[config.mk]
export PLATFORM = sky130hd
export DESIGN_NAME = alu_share_ctrl
export DESIGN_NICKNAME = d
export VERILOG_FILES = /design/src/rtl/alu_share_ctrl.sv
export SDC_FILE = /design/constraint.sdc
export NUM_CORES = 1
export LEC_CHECK = 0
export BUFFER_PORTS_ARGS = -buffer_cell sky130_fd_sc_hd__buf_4
export CORE_ASPECT_RATIO = 1.2
export CORE_MARGIN = 3
export CORE_UTILIZATION = 41
export CTS_CLUSTER_DIAMETER = 100
export DETAILED_ROUTE_END_ITERATION = 16
export PLACE_DENSITY = 0.77
export SYNTH_ARGS = -nofsm -noshare
export SYNTH_HDL_FRONTEND = slang
export SYNTH_SLANG_ARGS = --single-unit
[constraint.sdc]
create_clock -name clk -period 2 [get_ports clk]
set_input_delay 0.1 -clock clk [delete_from_list [all_inputs] [get_ports clk]]
set_output_delay 0.1 -clock clk [all_outputs]
set_load 0.01 [all_outputs]
[src/rtl/alu_share_ctrl.sv]
// alu_share_ctrl: round-robin front end that time-shares one combinational
// 8-bit ALU among NUM_REQ requesters. One operation is in flight at a time:
// IDLE grants and registers the operands onto the ALU, ISSUE samples the ALU
// outputs, and RESP holds the tagged response until it is accepted.

module alu_share_ctrl #(
    parameter int NUM_REQ = 4,
    parameter int ID_W    = 2
) (
    input  logic                   clk,
    input  logic                   rst,

    // Requester side
    input  logic [NUM_REQ-1:0]     req_valid,
    output logic [NUM_REQ-1:0]     req_ready,
    input  logic [3*NUM_REQ-1:0]   req_opcode,
    input  logic [8*NUM_REQ-1:0]   req_a,
    input  logic [8*NUM_REQ-1:0]   req_b,

    // Shared response channel
    output logic                   rsp_valid,
    input  logic                   rsp_ready,
    output logic [ID_W-1:0]        rsp_id,
    output logic [15:0]            rsp_result,
    output logic                   rsp_flagC,
    output logic                   rsp_flagZ,

    // ALU side
    output logic [2:0]             alu_opcode,
    output logic [7:0]             alu_op1,
    output logic [7:0]             alu_op2,
    input  logic [15:0]            alu_result,
    input  logic                   alu_flagC,
    input  logic                   alu_flagZ,

    output logic                   busy
);

    typedef enum logic [1:0] {
        S_IDLE  = 2'd0,
        S_ISSUE = 2'd1,
        S_RESP  = 2'd2
    } state_t;

    state_t              r_state;
    state_t              w_state_nxt;

    logic [ID_W-1:0]     r_rr_ptr;
    logic [ID_W-1:0]     w_grant;
    logic [ID_W-1:0]     w_rr_nxt;
    logic [ID_W-1:0]     w_cand;
    logic                w_any;
    int                  w_idx;
    logic [NUM_REQ-1:0]  w_ready;

    logic [2:0]          w_sel_opcode;
    logic [7:0]          w_sel_a;
    logic [7:0]          w_sel_b;
    logic                w_carry_op;

    logic                r_rsp_valid;
    logic [ID_W-1:0]     r_rsp_id;
    logic [15:0]         r_rsp_result;
    logic                r_rsp_flagC;
    logic                r_rsp_flagZ;
    logic [2:0]          r_alu_opcode;
    logic [7:0]          r_alu_op1;
    logic [7:0]          r_alu_op2;

    // Rotating-priority search: first valid requester at or above rr_ptr, with wrap.
    always_comb begin
        // NOTE: every variable written here gets a default first, so no path can infer a latch.
        w_any   = 1'b0;
        w_grant = '0;
        w_idx   = 0;
        w_cand  = '0;
        for (int k = 0; k < NUM_REQ; k++) begin
            if (!w_any) begin
                w_idx = int'(r_rr_ptr) + k;
                if (w_idx >= NUM_REQ) begin
                    w_idx = w_idx - NUM_REQ;
                end
                w_cand = ID_W'(w_idx);
                if (req_valid[w_cand]) begin
                    w_any   = 1'b1;
                    w_grant = w_cand;
                end
            end
        end
    end

    // Pointer advances to the requester just after the winner, wrapping at NUM_REQ.
    assign w_rr_nxt = (int'(w_grant) == NUM_REQ - 1) ? '0 : w_grant + ID_W'(1);

    // Operand mux for the granted requester.
    assign w_sel_opcode = req_opcode[3*int'(w_grant) +: 3];
    assign w_sel_a      = req_a[8*int'(w_grant) +: 8];
    assign w_sel_b      = req_b[8*int'(w_grant) +: 8];

    // Only add (000) and subtract (001) produce a meaningful carry/borrow.
    assign w_carry_op = (r_alu_opcode[2:1] == 2'b00);

    // Accept strobe: one-hot to the winner while idle, held low during reset.
    always_comb begin
        w_ready = '0;
        if ((r_state == S_IDLE) && w_any && !rst) begin
            w_ready[w_grant] = 1'b1;
        end
    end

    // Next-state logic for the grant / issue / response sequence.
    always_comb begin
        w_state_nxt = r_state;
        case (r_state)
            S_IDLE:  if (w_any)     w_state_nxt = S_ISSUE;
            S_ISSUE:                w_state_nxt = S_RESP;
            S_RESP:  if (rsp_ready) w_state_nxt = S_IDLE;
            default:                w_state_nxt = S_IDLE;
        endcase
    end

    // State register.
    always_ff @(posedge clk or posedge rst) begin
        // NOTE: sequential state uses non-blocking assignments so every flop samples pre-edge values.
        if (rst) begin
            r_state <= S_IDLE;
        end else begin
            r_state <= w_state_nxt;
        end
    end

    // Datapath registers: grant capture, ALU sampling and response handshake.
    always_ff @(posedge clk or posedge rst) begin
        if (rst) begin
            r_rr_ptr     <= '0;
            r_rsp_valid  <= 1'b0;
            r_rsp_id     <= '0;
            r_rsp_result <= '0;
            r_rsp_flagC  <= 1'b0;
            r_rsp_flagZ  <= 1'b0;
            r_alu_opcode <= '0;
            r_alu_op1    <= '0;
            r_alu_op2    <= '0;
        end else begin
            case (r_state)
                S_IDLE: begin
                    if (w_any) begin
                        r_alu_opcode <= w_sel_opcode;
                        r_alu_op1    <= w_sel_a;
                        r_alu_op2    <= w_sel_b;
                        r_rsp_id     <= w_grant;
                        r_rr_ptr     <= w_rr_nxt;
                    end
                end
                S_ISSUE: begin
                    r_rsp_result <= alu_result;
                    r_rsp_flagZ  <= alu_flagZ;
                    r_rsp_flagC  <= w_carry_op ? alu_flagC : 1'b0;
                    r_rsp_valid  <= 1'b1;
                end
                S_RESP: begin
                    if (rsp_ready) begin
                        r_rsp_valid <= 1'b0;
                    end
                end
                default: begin
                    r_rsp_valid <= 1'b0;
                end
            endcase
        end
    end

    assign req_ready  = w_ready;
    assign rsp_valid  = r_rsp_valid;
    assign rsp_id     = r_rsp_id;
    assign rsp_result = r_rsp_result;
    assign rsp_flagC  = r_rsp_flagC;
    assign rsp_flagZ  = r_rsp_flagZ;
    assign alu_opcode = r_alu_opcode;
    assign alu_op1    = r_alu_op1;
    assign alu_op2    = r_alu_op2;
    assign busy       = (r_state != S_IDLE);

endmodule

==> results of run 1 <==
[cells in the final DEF, fill, tap and decap left out, types with 3 or more instances in the layout]
cell type / instances
a211oi_1: 20
inv_1: 3
nor2_1: 5
mux2_2: 17
mux2i_1: 18
o21ai_0: 20
o21a_1: 20
buf_4: 160
inv_2: 3
nand2_1: 7
clkbuf_8: 5
dfrtp_1: 43
o22ai_1: 18
[sequential cells by signal (all words and copies together), names as in the netlist]
signal,cells
rsp_valid,1
rsp_flagZ,1
rsp_flagC,1
rsp_result,16
alu_op2,8
r_state,2
rsp_id,2
r_rr_ptr,2
alu_opcode,3
alu_op1,8
[cells by family (layout without fill, tap and decap cells)]
kind of cell	Yosys count	count (layout)
adders and majority gates	1	1
DFF	44	44
AOI/OAI and AO/OA	87	87
muxes	35	35
and+or+nand+nor	27	27
buffers and inverters	24	176
[layout make-up]
class	count	share of cell area, %
repair buffers	162	33.3
flip-flops and latches	44	29.5
clock buffers	6	1.94
multi-input cells	150	31.6
inverters	6	0.603
well taps	62	2.08
clock inverters	2	0.939
[power by group]
group	leakage (nW)	switching, mW	internal (mW)
combinational	1.24	1.55	1.70
sequential	0.517	0.262	1.36
clock	0.0552	0.301	0.371
[routing by layer]
metal	share of wire (%)	vias to the layer above	GRT usage [%]
li1	-	1126	-
met1	40	1121	28.3
met2	51	96	36.0
met3	7.5	12	4.05
met4	1.7	0	6.52
met5	0	-	0
[critical path, stage by stage (launching register included)]
cell and delay, ns:
dfrtp_1 0.37, and2b_4 0.22, nor4b_4 0.34, nor2_4 0.08
inv_2 0.11, ha_1 0.15, and3_1 0.16, buf_4 0.12
[repair_timing]
item                       4_1_cts  5_1_grt
buffers inserted                 0        5
pin swaps                        1        3
gates cloned                     0        0
setup endpoints to repair        1        4
gates resized for setup          0        7
[metrics by stage]
| stage | std cells | instance area (um^2) |
|---|---|---|
| finish | 432 | 3730 |
| global route | 432 | 3730 |
| CTS | 427 | 3660 |
| detailed placement | 419 | 3560 |
| global placement | 419 | 3560 |
| floorplan | 218 | 2350 |
[how the worst max path moves through the flow]
stage | to | start | depth (start not counted) | slack (ns)
floorplan | req_ready[1] | r_rr_ptr[0] | 6 | 0.35
global placement | alu_op2[7] | r_rr_ptr[0] | 6 | 0.31
detailed placement | alu_op2[7] | r_rr_ptr[0] | 6 | 0.27
CTS | req_ready[3] | r_rr_ptr[1] | 6 | 0.006
global route | req_ready[1] | r_rr_ptr[0] | 6 | -0.06
finish | req_ready[3] | r_rr_ptr[0] | 7 | 0.06
==> summary.txt, run 1 <==
Critical path
  • Critical path required time: 1.90 ns
  • Setup crit end kind: output pin
  • Crit path max fanout: 5
  • Element type at the critical path start: flip-flop
  • Worst EP arrival: 1.84 ns
  • Reg2Reg Depth: 7
  • End of the worst register-to-register path: alu_op1[3]
  • R2R Path Start: r_rr_ptr[0]
  • Critical path type: flip-flop to output pin
  • R2r setup slk: 0.15 ns

Logic synthesis
  • Post-Synth XOR/XNOR Area: 0%
  • Library cells used by synthesis: 33
  • Synth async-reset ratio: 100%
  • Most frequent cell after synthesis: dfrtp_1
  • Synth Area in Compound Gates: around a quarter
  • Cell count after synthesis: about 220
  • Largest area contributor in the netlist: dfrtp_1
  • Mux contribution to synthesized area: 15.8%
  • Adder-cell share of the synthesized area: 0.532%
  • Seq cells post-synth: between 40 and 50
  • Avg Inst Size Synth: 10.8 um^2
  • Fraction of the yosys area taken by sequential cells: 46.8%
  • Post-Syn Nets: 320
  • Largest family of logic cells by synthesized area: compound AO/OA/AOI/OAI gates
  • Most used DFF post-synth: dfrtp_1
  • Most frequent cells after synthesis: dfrtp_1 (44), a211oi_1 (20), o21a_1 (20), o21ai_0 (20)
  • Simple-gate share of the synthesized area: 7.07%
  • Mapped Area: 2350 um^2
  • Area contributors post-synth: dfrtp_1 (47%), mux2_2 (8.1%), mux2i_1 (7.7%), a211oi_1 (6.4%), o21a_1 (6.4%)
  • Synth warn: 0
  • EDFF count, synth: 0
  • Yosys top cell area share: between 40 and 50%

Timing
  • Slew margin rel.: 62.1%
  • Final clock period utilization by the worst path: 97.0%
  • Final Hold Vio Count: 22
  • Period minus WS final: roughly 1.9 ns
  • Final setup fails: 0
  • Fmax: ~520 MHz
  • Worst hold margin: -0.0151 ns
  • Final Slew Violations: 0
  • Slew @ Worst Pin: 0.568 ns
  • Setup ws final: 0.0597 ns
  • Sum of negative setup slack: 0 ns
  • Clk_skew: 0.00325 ns
  • RSZ-0062 raised after global routing: true

Outcome
  • Status: finished with violations
  • Failing checks: hold timing

Floorplan
  • Die Width: between 70 and 80 um
  • Placement row count: 29
  • Die span in y: 89.0 um
  • Starting Density: a little over two fifths
  • Die ar.: 6690 um^2
  • IO Count: 146
  • Total core area: ~5400 um^2

Worst hold path
  • Min-Delay Path Class: input pin to asynchronous set/reset pin

Clocking
  • Max Root-Sink Buffers: 2
  • H-tree levels: 2
  • Root Buffer Master: clkbuf_8
  • Clk_lat worst skew: about 0.29 ns
  • Reg clk slew, reported paths: 0.08 ns
  • Clock sinks: 44
  • CTS tree: done
  • Hold buffer count at CTS: 0
  • TritonCTS Buffers: 5

Drt
  • Total Wirelength: 7.23 mm
  • DRT iter0 DRCs: 60
  • Via Count: roughly 2400
  • First-pass DRT Iterations: 4
  • WL per Instance: around 17 um
  • Vias per cell: 5.45
  • DRC violations left: 0
  • Post-route antenna net violation count: 0

Placed design
  • Port bufs: around 150
  • DP Wirelength: between 5 and 6 mm
  • Pre-CTS setup slack: 0.269 ns
  • Final Wtd Congestion: 0.850

Global routing
  • Total grt overflow: 0
  • Initial antenna violation count: 0
  • Vias in the first global route: 2308
  • Global-route wire length before repair: 11.0 mm
  • Pin count of the biggest net entering global routing: 45
  • Total GRT Usage: 21.5%

Finish
  • Multi-input gate area in the final layout: 1180 um^2
  • FF/Latch Area: 1100 um^2
  • Layout fillers: 426
  • Ant diodes: 0
  • Area Growth Syn to Fin: 58.7%
  • Utilization after layout: 69.0%
  • Layout cells sized above 1: 53.8%
  • Post-layout net count: 471

Job
  • Max Cap Viol: 0

Pwr
  • Leakage: 1.81 nW
  • Power, Total: 5.55 mW
  • Max rail drop VDD: 0.000723 V
  • Pwr/cell area: 1490 nW/um^2
(Power assumes the default switching activity.)
==> run 2: changes to the inputs <==
--- a/config.mk
+++ b/config.mk
@@ -10,6 +10,6 @@
 export CORE_MARGIN = 3
-export CORE_UTILIZATION = 41
+export CORE_UTILIZATION = 35
 export CTS_CLUSTER_DIAMETER = 100
 export DETAILED_ROUTE_END_ITERATION = 16
-export PLACE_DENSITY = 0.77
+export PLACE_DENSITY = 0.68
 export SYNTH_ARGS = -nofsm -noshare
==> constraint.sdc (replaced) <==
create_clock -name clk -period 2 [get_ports clk]
set_input_delay 0.5 -clock clk [delete_from_list [all_inputs] [get_ports clk]]
set_output_delay 0.5 -clock clk [all_outputs]
set_load 0.01 [all_outputs]
==> run 2 against run 1 <==
  * The flow finishes with violations (setup timing)
  * Power up 6.3%
  * Non-clock buffer count rose by 10
  * Global-route usage is 2.8 points lower
  * Setup slack worse by 0.39 ns
  * Sequential power barely moved
  * Sequential cell count unchanged
  * Clock skew grew 0.0050 ns
  * Die area grew 16%
  * Worst hold slack improved by 0.44 ns
  * Final cell count up 7.6%
  * Routed wire length grew 5.5%
  * Count of clock-buffer cells in the layout decreased by 1
  * Critical path type unchanged
==> summary.txt, run 2 (synthesis results as in run 1) <==
Outcome
  • Status: finished with violations
  • Failing checks: setup timing

Job
  • Max Cap Viol: 0 (unchanged)

Critical path
  • Setup crit end kind: output pin
  • Worst EP arrival: 1.83 ns (about the same)
  • Critical path required time: 1.50 ns (-0.40 ns)
  • Crit-path slowest cell: dfrtp_1
  • Worst path cell trace: and2b_4, nor4b_4, nor2_4, inv_4, ha_4, and3_4, buf_6
  • Critical path type: flip-flop to output pin
  • End of the worst register-to-register path: alu_opcode[2]
  • Element type at the critical path start: flip-flop
  • R2r setup slk: 0.10 ns (-0.05 ns)
  • CP peak stage delay: 0.39 ns (+0.02 ns)
  • R2R Path Start: r_rr_ptr[0]
  • Crit path max fanout: 4 (-1)
  • Reg2Reg Depth: 7 (unchanged)

Global routing
  • Pin count of the biggest net entering global routing: 45 (unchanged)
  • Total grt overflow: 0 (unchanged)
  • Total GRT Usage: 18.7% (-2.8 points)
  • Initial antenna violation count: 0 (unchanged)
  • Met3 Use GR: 4.59% (+0.54 points)
  • Vias in the first global route: 2406 (+4.2%)
  • Met1 usage: 21.3% (-7.0 points)
  • Met2 Track Usage GR: 34.9% (-1.1 points)
  • Global-route wire length before repair: 11.3 mm (+2.7%)
  • Gr busiest metal: met2

Timing
  • Slew @ Worst Pin: 0.565 ns (-0.00307 ns)
  • Slew margin rel.: 62.3% (+0.20 points)
  • Final setup fails: 4 (+4)
  • Clk_skew: 0.00824 ns (+0.00499 ns)
  • Period minus WS final: 2.33 ns (+0.386 ns)
  • Final clock period utilization by the worst path: 116% (+19 points)
  • Sum of negative setup slack: -1.13 ns (-1.13 ns)
  • Fmax: 430 MHz (-17%)
  • Setup ws final: -0.327 ns (-0.386 ns)
  • Worst hold margin: 0.424 ns (+0.439 ns)
  • Final Slew Violations: 0 (unchanged)
  • Final Hold Vio Count: 0 (-100%)
  • RSZ-0062 raised after global routing: true

Pwr
  • Leakage: 1.88 nW (+3.9%)
  • Pwr/cell area: 1490 nW/um^2 (about the same)
  • Max rail drop VDD: 0.000640 V (-11%)

Finish
  • Post-Layout Cell Count: 465 (+7.6%)
  • Post-layout net count: 481 (+2.1%)
  • Layout fillers: 577 (+35%)
  • Most frequent cells in the layout: buf_4 (167), dfrtp_1 (43), o21a_1 (20), o21ai_0 (20)
  • Max reg flops: 16 (unchanged)
  • Area Growth Syn to Fin: 68.8%
  • Most common cell after layout, fill and taps aside: buf_4
  • Ant diodes: 0 (unchanged)
  • FF/Latch Area: 1100 um^2 (unchanged)
  • Multi-input gate area in the final layout: 1280 um^2 (+8.1%)
  • Post-route cell area: 3970 um^2 (+6.4%)
  • Layout cells sized above 1: 58.9% (+5.2 points)

Placed design
  • Final Wtd Congestion: 0.862 (+1.5%)
  • Port bufs: 145 (unchanged)
  • Dpl cells: 451 (+7.6%)
  • DP Wirelength: 5.69 mm (+5.2%)
  • Placed Area: 3680 um^2 (+3.6%)
  • Pre-CTS setup slack: -0.254 ns (-0.523 ns)

Floorplan
  • Placement row count: 32 (+10%)
  • Die span in y: 95.8 um (+7.7%)
  • Die Width: 80.8 um (+7.6%)
  • Die ar.: 7740 um^2 (+16%)
  • Total core area: 6490 um^2 (+20%)
  • Starting Density: 36.3% (-7.2 points)
  • IO Count: 146 (unchanged)

Clocking
  • Clk_lat worst skew: 0.30 ns (about the same)
  • Root Buffer Master: clkbuf_8
  • Max Root-Sink Buffers: 2 (unchanged)
  • Reg clk slew, reported paths: 0.09 ns (about the same)
  • Clock sinks: 44 (unchanged)
  • CTS tree: done
  • TritonCTS Buffers: 5 (unchanged)
  • H-tree levels: 2 (unchanged)
  • Hold buffer count at CTS: 0 (unchanged)

Drt
  • DRC violations left: 0 (unchanged)
  • Total Wirelength: 7.63 mm (+5.5%)
  • First-pass DRT Iterations: 4 (unchanged)
  • Vias per cell: 5.21 (-4.5%)
  • WL per Instance: 16.4 um (-2.0%)
  • Post-route antenna net violation count: 0 (unchanged)
  • DRT iter0 DRCs: 93 (+55%)
  • Via Count: 2421 (+2.8%)

Worst hold path
  • Min-Delay Path Class: input pin to asynchronous set/reset pin
## run 2: what timing repair did
item | 4_1_cts | 5_1_grt
setup endpoints to repair | 4 | 17
setup buffers | 4 | 3
cloned | 0 | 0
pin swaps | 3 | 4
resized for setup | 2 | 22
## run 2: per-stage QoR
stage,total power [mW],utilization (%)
after floorplan,3.50,-
after global placement,4.90,56.8
after detailed placement,4.96,56.8
after CTS,5.77,59.4
after global routing,6.33,61.2
final,5.90,61.2
## run 2: how the worst max path moves through the flow
| stage | startpoint | endpoint | slack, ns | depth (start not counted) |
|---|---|---|---|---|
| finish | r_rr_ptr[0] | req_ready[3] | -0.33 | 7 |
| global route | r_rr_ptr[0] | req_ready[3] | -0.42 | 7 |
| CTS | r_rr_ptr[0] | req_ready[3] | -0.30 | 7 |
| detailed placement | req_valid[2] | req_ready[3] | -0.25 | 8 |
| global placement | req_valid[2] | req_ready[0] | -0.23 | 7 |
| floorplan | req_valid[2] | req_ready[1] | -0.08 | 6 |
## run 2: final cells by class
type                            count  share of cell area, %
Multi-Input combinational cell    150                   32.1
Timing Repair Buffer              172                   33.8
Clock inverter                      3                   1.20
Inverter                            6                  0.725
Sequential cell                    44                   27.8
Tap cell                           85                   2.68
Clock buffer                        5                   1.73
## run 2: routing by layer
layer,share of wire (%),vias up
met2,53,104
li1,-,1138
met5,0,-
met1,38,1169
met4,1.0,0
met3,7.9,10
## run 2: critical path, delay by kind of cell, from the launching register on
family	cells	cell delay (ns)
buffers and inverters	2	0.19
adder cells (fa/ha/maj)	1	0.12
AND/OR/NAND/NOR	4	0.83
flip-flops	1	0.39
## run 2: where the power goes
part / switching [mW] / internal, mW / total (mW)
sequential: 0.262 / 1.36 / 1.62
clock: 0.319 / 0.376 / 0.695
combinational: 1.71 / 1.87 / 3.58
total: 2.29 / 3.61 / 5.90
==> run 3: changes to the inputs <==
PLACE_DENSITY = default   (was 0.68)
PLACE_DENSITY_LB_ADDON = 0.08   (was default)
==> run 3 against run 2 <==
  * The flow still finishes with violations (setup timing)
  * Setup slack worse by 0.045 ns
  * Core utilization fell by 0.19 points
  * Register-to-register slack got worse by 0.02 ns
  * Power is 1.0% lower
  * Global-route usage shrank 0.67 points
  * Critical path depth is the same
  * Highest routed layer unchanged
==> summary.txt, run 3 (synthesis results as in run 1) <==
Timing
  • Final Slew Violations: 0 (unchanged)
  • Final setup fails: 4 (unchanged)
  • Slew margin rel.: 61.4% (-0.94 points)
  • Fmax: 422 MHz (-1.9%)
  • Period minus WS final: 2.37 ns (+0.0446 ns)
  • Setup ws final: -0.371 ns (-0.0446 ns)
  • Slew @ Worst Pin: 0.579 ns (+0.0140 ns)
  • Clk_skew: 0.00705 ns (-0.00119 ns)
  • RSZ-0062 raised after global routing: true
  • Final clock period utilization by the worst path: 119% (+2.2 points)
  • Final Hold Vio Count: 0 (unchanged)

Floorplan
  • IO Count: 146 (unchanged)
  • Die span in y: 95.8 um (unchanged)
  • Die Width: 80.8 um (unchanged)
  • Starting Density: 36.3% (unchanged)
  • Placement row count: 32 (unchanged)
  • Die ar.: 7740 um^2 (unchanged)
  • Total core area: 6490 um^2 (unchanged)

Placed design
  • Final Wtd Congestion: 0.757 (-12%)
  • Port bufs: 145 (unchanged)
  • DP Wirelength: 5.25 mm (-7.7%)
  • Placed Area: 3690 um^2 (about the same)
  • Pre-CTS setup slack: -0.263 ns (-0.00872 ns)

Global routing
  • Total GRT Usage: 18.0% (-0.67 points)
  • Met1 usage: 21.4% (+0.15 points)
  • Met3 Use GR: 4.21% (-0.37 points)
  • Initial antenna violation count: 0 (unchanged)
  • Vias in the first global route: 2209 (-8.2%)
  • Gr busiest metal: met2
  • Met2 Track Usage GR: 32.1% (-2.8 points)
  • Total grt overflow: 0 (unchanged)
  • Pin count of the biggest net entering global routing: 45 (unchanged)
  • Global-route wire length before repair: 10.8 mm (-4.6%)

Critical path
  • Crit-path slowest cell: dfrtp_1
  • CP peak stage delay: 0.42 ns (+0.03 ns)
  • Element type at the critical path start: flip-flop
  • Worst EP arrival: 1.87 ns (+0.04 ns)
  • Critical path type: flip-flop to output pin
  • Buf+Inv Stages, Crit Path: 2 (unchanged)
  • Setup crit end kind: output pin
  • Crit path max fanout: 4 (unchanged)
  • CP delay by family, top: simple AND/OR/NAND/NOR gates
  • Critical path required time: 1.50 ns (about the same)
  • Worst path cell trace: and2b_4, nor4b_4, nor2_4, inv_4, ha_4, and3_4, buf_6

Drt
  • Post-route antenna net violation count: 0 (unchanged)
  • Vias per cell: 5.06 (-2.7%)
  • WL per Instance: 15.8 um (-3.4%)
  • Via Count: 2350 (-2.9%)
  • DRT iter0 DRCs: 66 (-29%)
  • Total Wirelength: 7.35 mm (-3.6%)
  • First-pass DRT Iterations: 4 (unchanged)
  • DRC violations left: 0 (unchanged)

Clocking
  • TritonCTS Buffers: 5 (unchanged)
  • Root Buffer Master: clkbuf_8
  • H-tree levels: 2 (unchanged)
  • Clock sinks: 44 (unchanged)
  • Reg clk slew, reported paths: 0.08 ns (about the same)
  • Clk_lat worst skew: 0.29 ns (about the same)
  • Max Root-Sink Buffers: 2 (unchanged)
  • CTS tree: done

Pwr
  • Max rail drop VDD: 0.000667 V (+4.2%)
  • Power, Total: 5.84 mW (-1.0%)
  • Leakage: 1.88 nW (-0.52%)
  • Pwr/cell area: 1470 nW/um^2 (-0.71%)

Finish
  • Layout cells sized above 1: 58.3% (-0.64 points)
  • Post-route cell area: 3960 um^2 (-0.32%)
  • Post-layout net count: 480 (-0.21%)
  • Most frequent cells in the layout: buf_4 (164), dfrtp_1 (44), o21a_1 (20), o21ai_0 (20)
  • Layout fillers: 571 (-1.0%)
  • Most common cell after layout, fill and taps aside: buf_4
  • Max reg flops: 16 (unchanged)
  • Ant diodes: 0 (unchanged)
  • Area Growth Syn to Fin: 68.2%

Job
  • Max Cap Viol: 0 (unchanged)

Outcome
  • Failing checks: setup timing
  • Status: finished with violations

Worst hold path
  • Min-Delay Path Class: input pin to flip-flop
## run 3: worst register-to-register path: stages, from the launching register on
cell and delay, ns:
dfrtp_1 0.42, and2b_4 0.24, nor4b_4 0.34, nor2_4 0.11
buf_12 0.14, buf_6 0.18, a211oi_1 0.26, o22ai_1 0.12
## run 3: per-stage QoR
step | utilization (%) | hold slack (ns) | cells | TNS [ns]
5_1_grt | 61.0 | 0.415 | 464 | -1.66
4_1_cts | 60.0 | 0.414 | 465 | -1.24
6_report | 61.0 | 0.428 | 464 | -1.31
3_3_place_gp | 56.8 | 0.469 | 451 | -0.932
3_5_place_dp | 56.8 | 0.478 | 451 | -1.38
2_1_floorplan | - | 0.489 | 218 | -0.160
## run 3: what timing repair did
action,4_1_cts,5_1_grt
setup buffers,6,2
pin swaps,4,5
endpoints found under the setup margin,4,23
resized for setup,8,15
hold buffers,0,0
## run 3: worst paths after layout
kind	end	cells after the start	start	slack, ns
setup / recovery	req_ready[3]	7	r_rr_ptr[0]	-0.37
hold / removal	rsp_flagZ	2	alu_flagZ	0.43
setup reg to reg	alu_op1[7]	7	r_rr_ptr[0]	0.08
hold reg to reg	rsp_id[1]	2	rsp_id[1]	0.49
max in group asynchronous	alu_op1[0]	3	rst	1.17
min in group asynchronous	rsp_result[13]	3	rst	0.44
## run 3: area by class of cell
type,instances,area [um^2],share of cell area (%)
clock inverters,2,35.0,0.885
clock buffers,6,72.6,1.83
multi-input cells,150,1280,32.3
inverters,6,28.8,0.727
well taps,85,106,2.69
repair buffers,171,1340,33.8
flip-flops and latches,44,1100,27.8
## run 3: power by group
group	total, mW	internal (mW)	switching, mW
sequential	1.61	1.36	0.253
combinational	3.54	1.84	1.70
clock	0.681	0.371	0.310
## run 3: layer usage
layer	vias up	share of wire, %
met3	7	7.5
met5	-	0
met1	1126	38
met4	0	1.3
li1	1136	-
met2	81	53
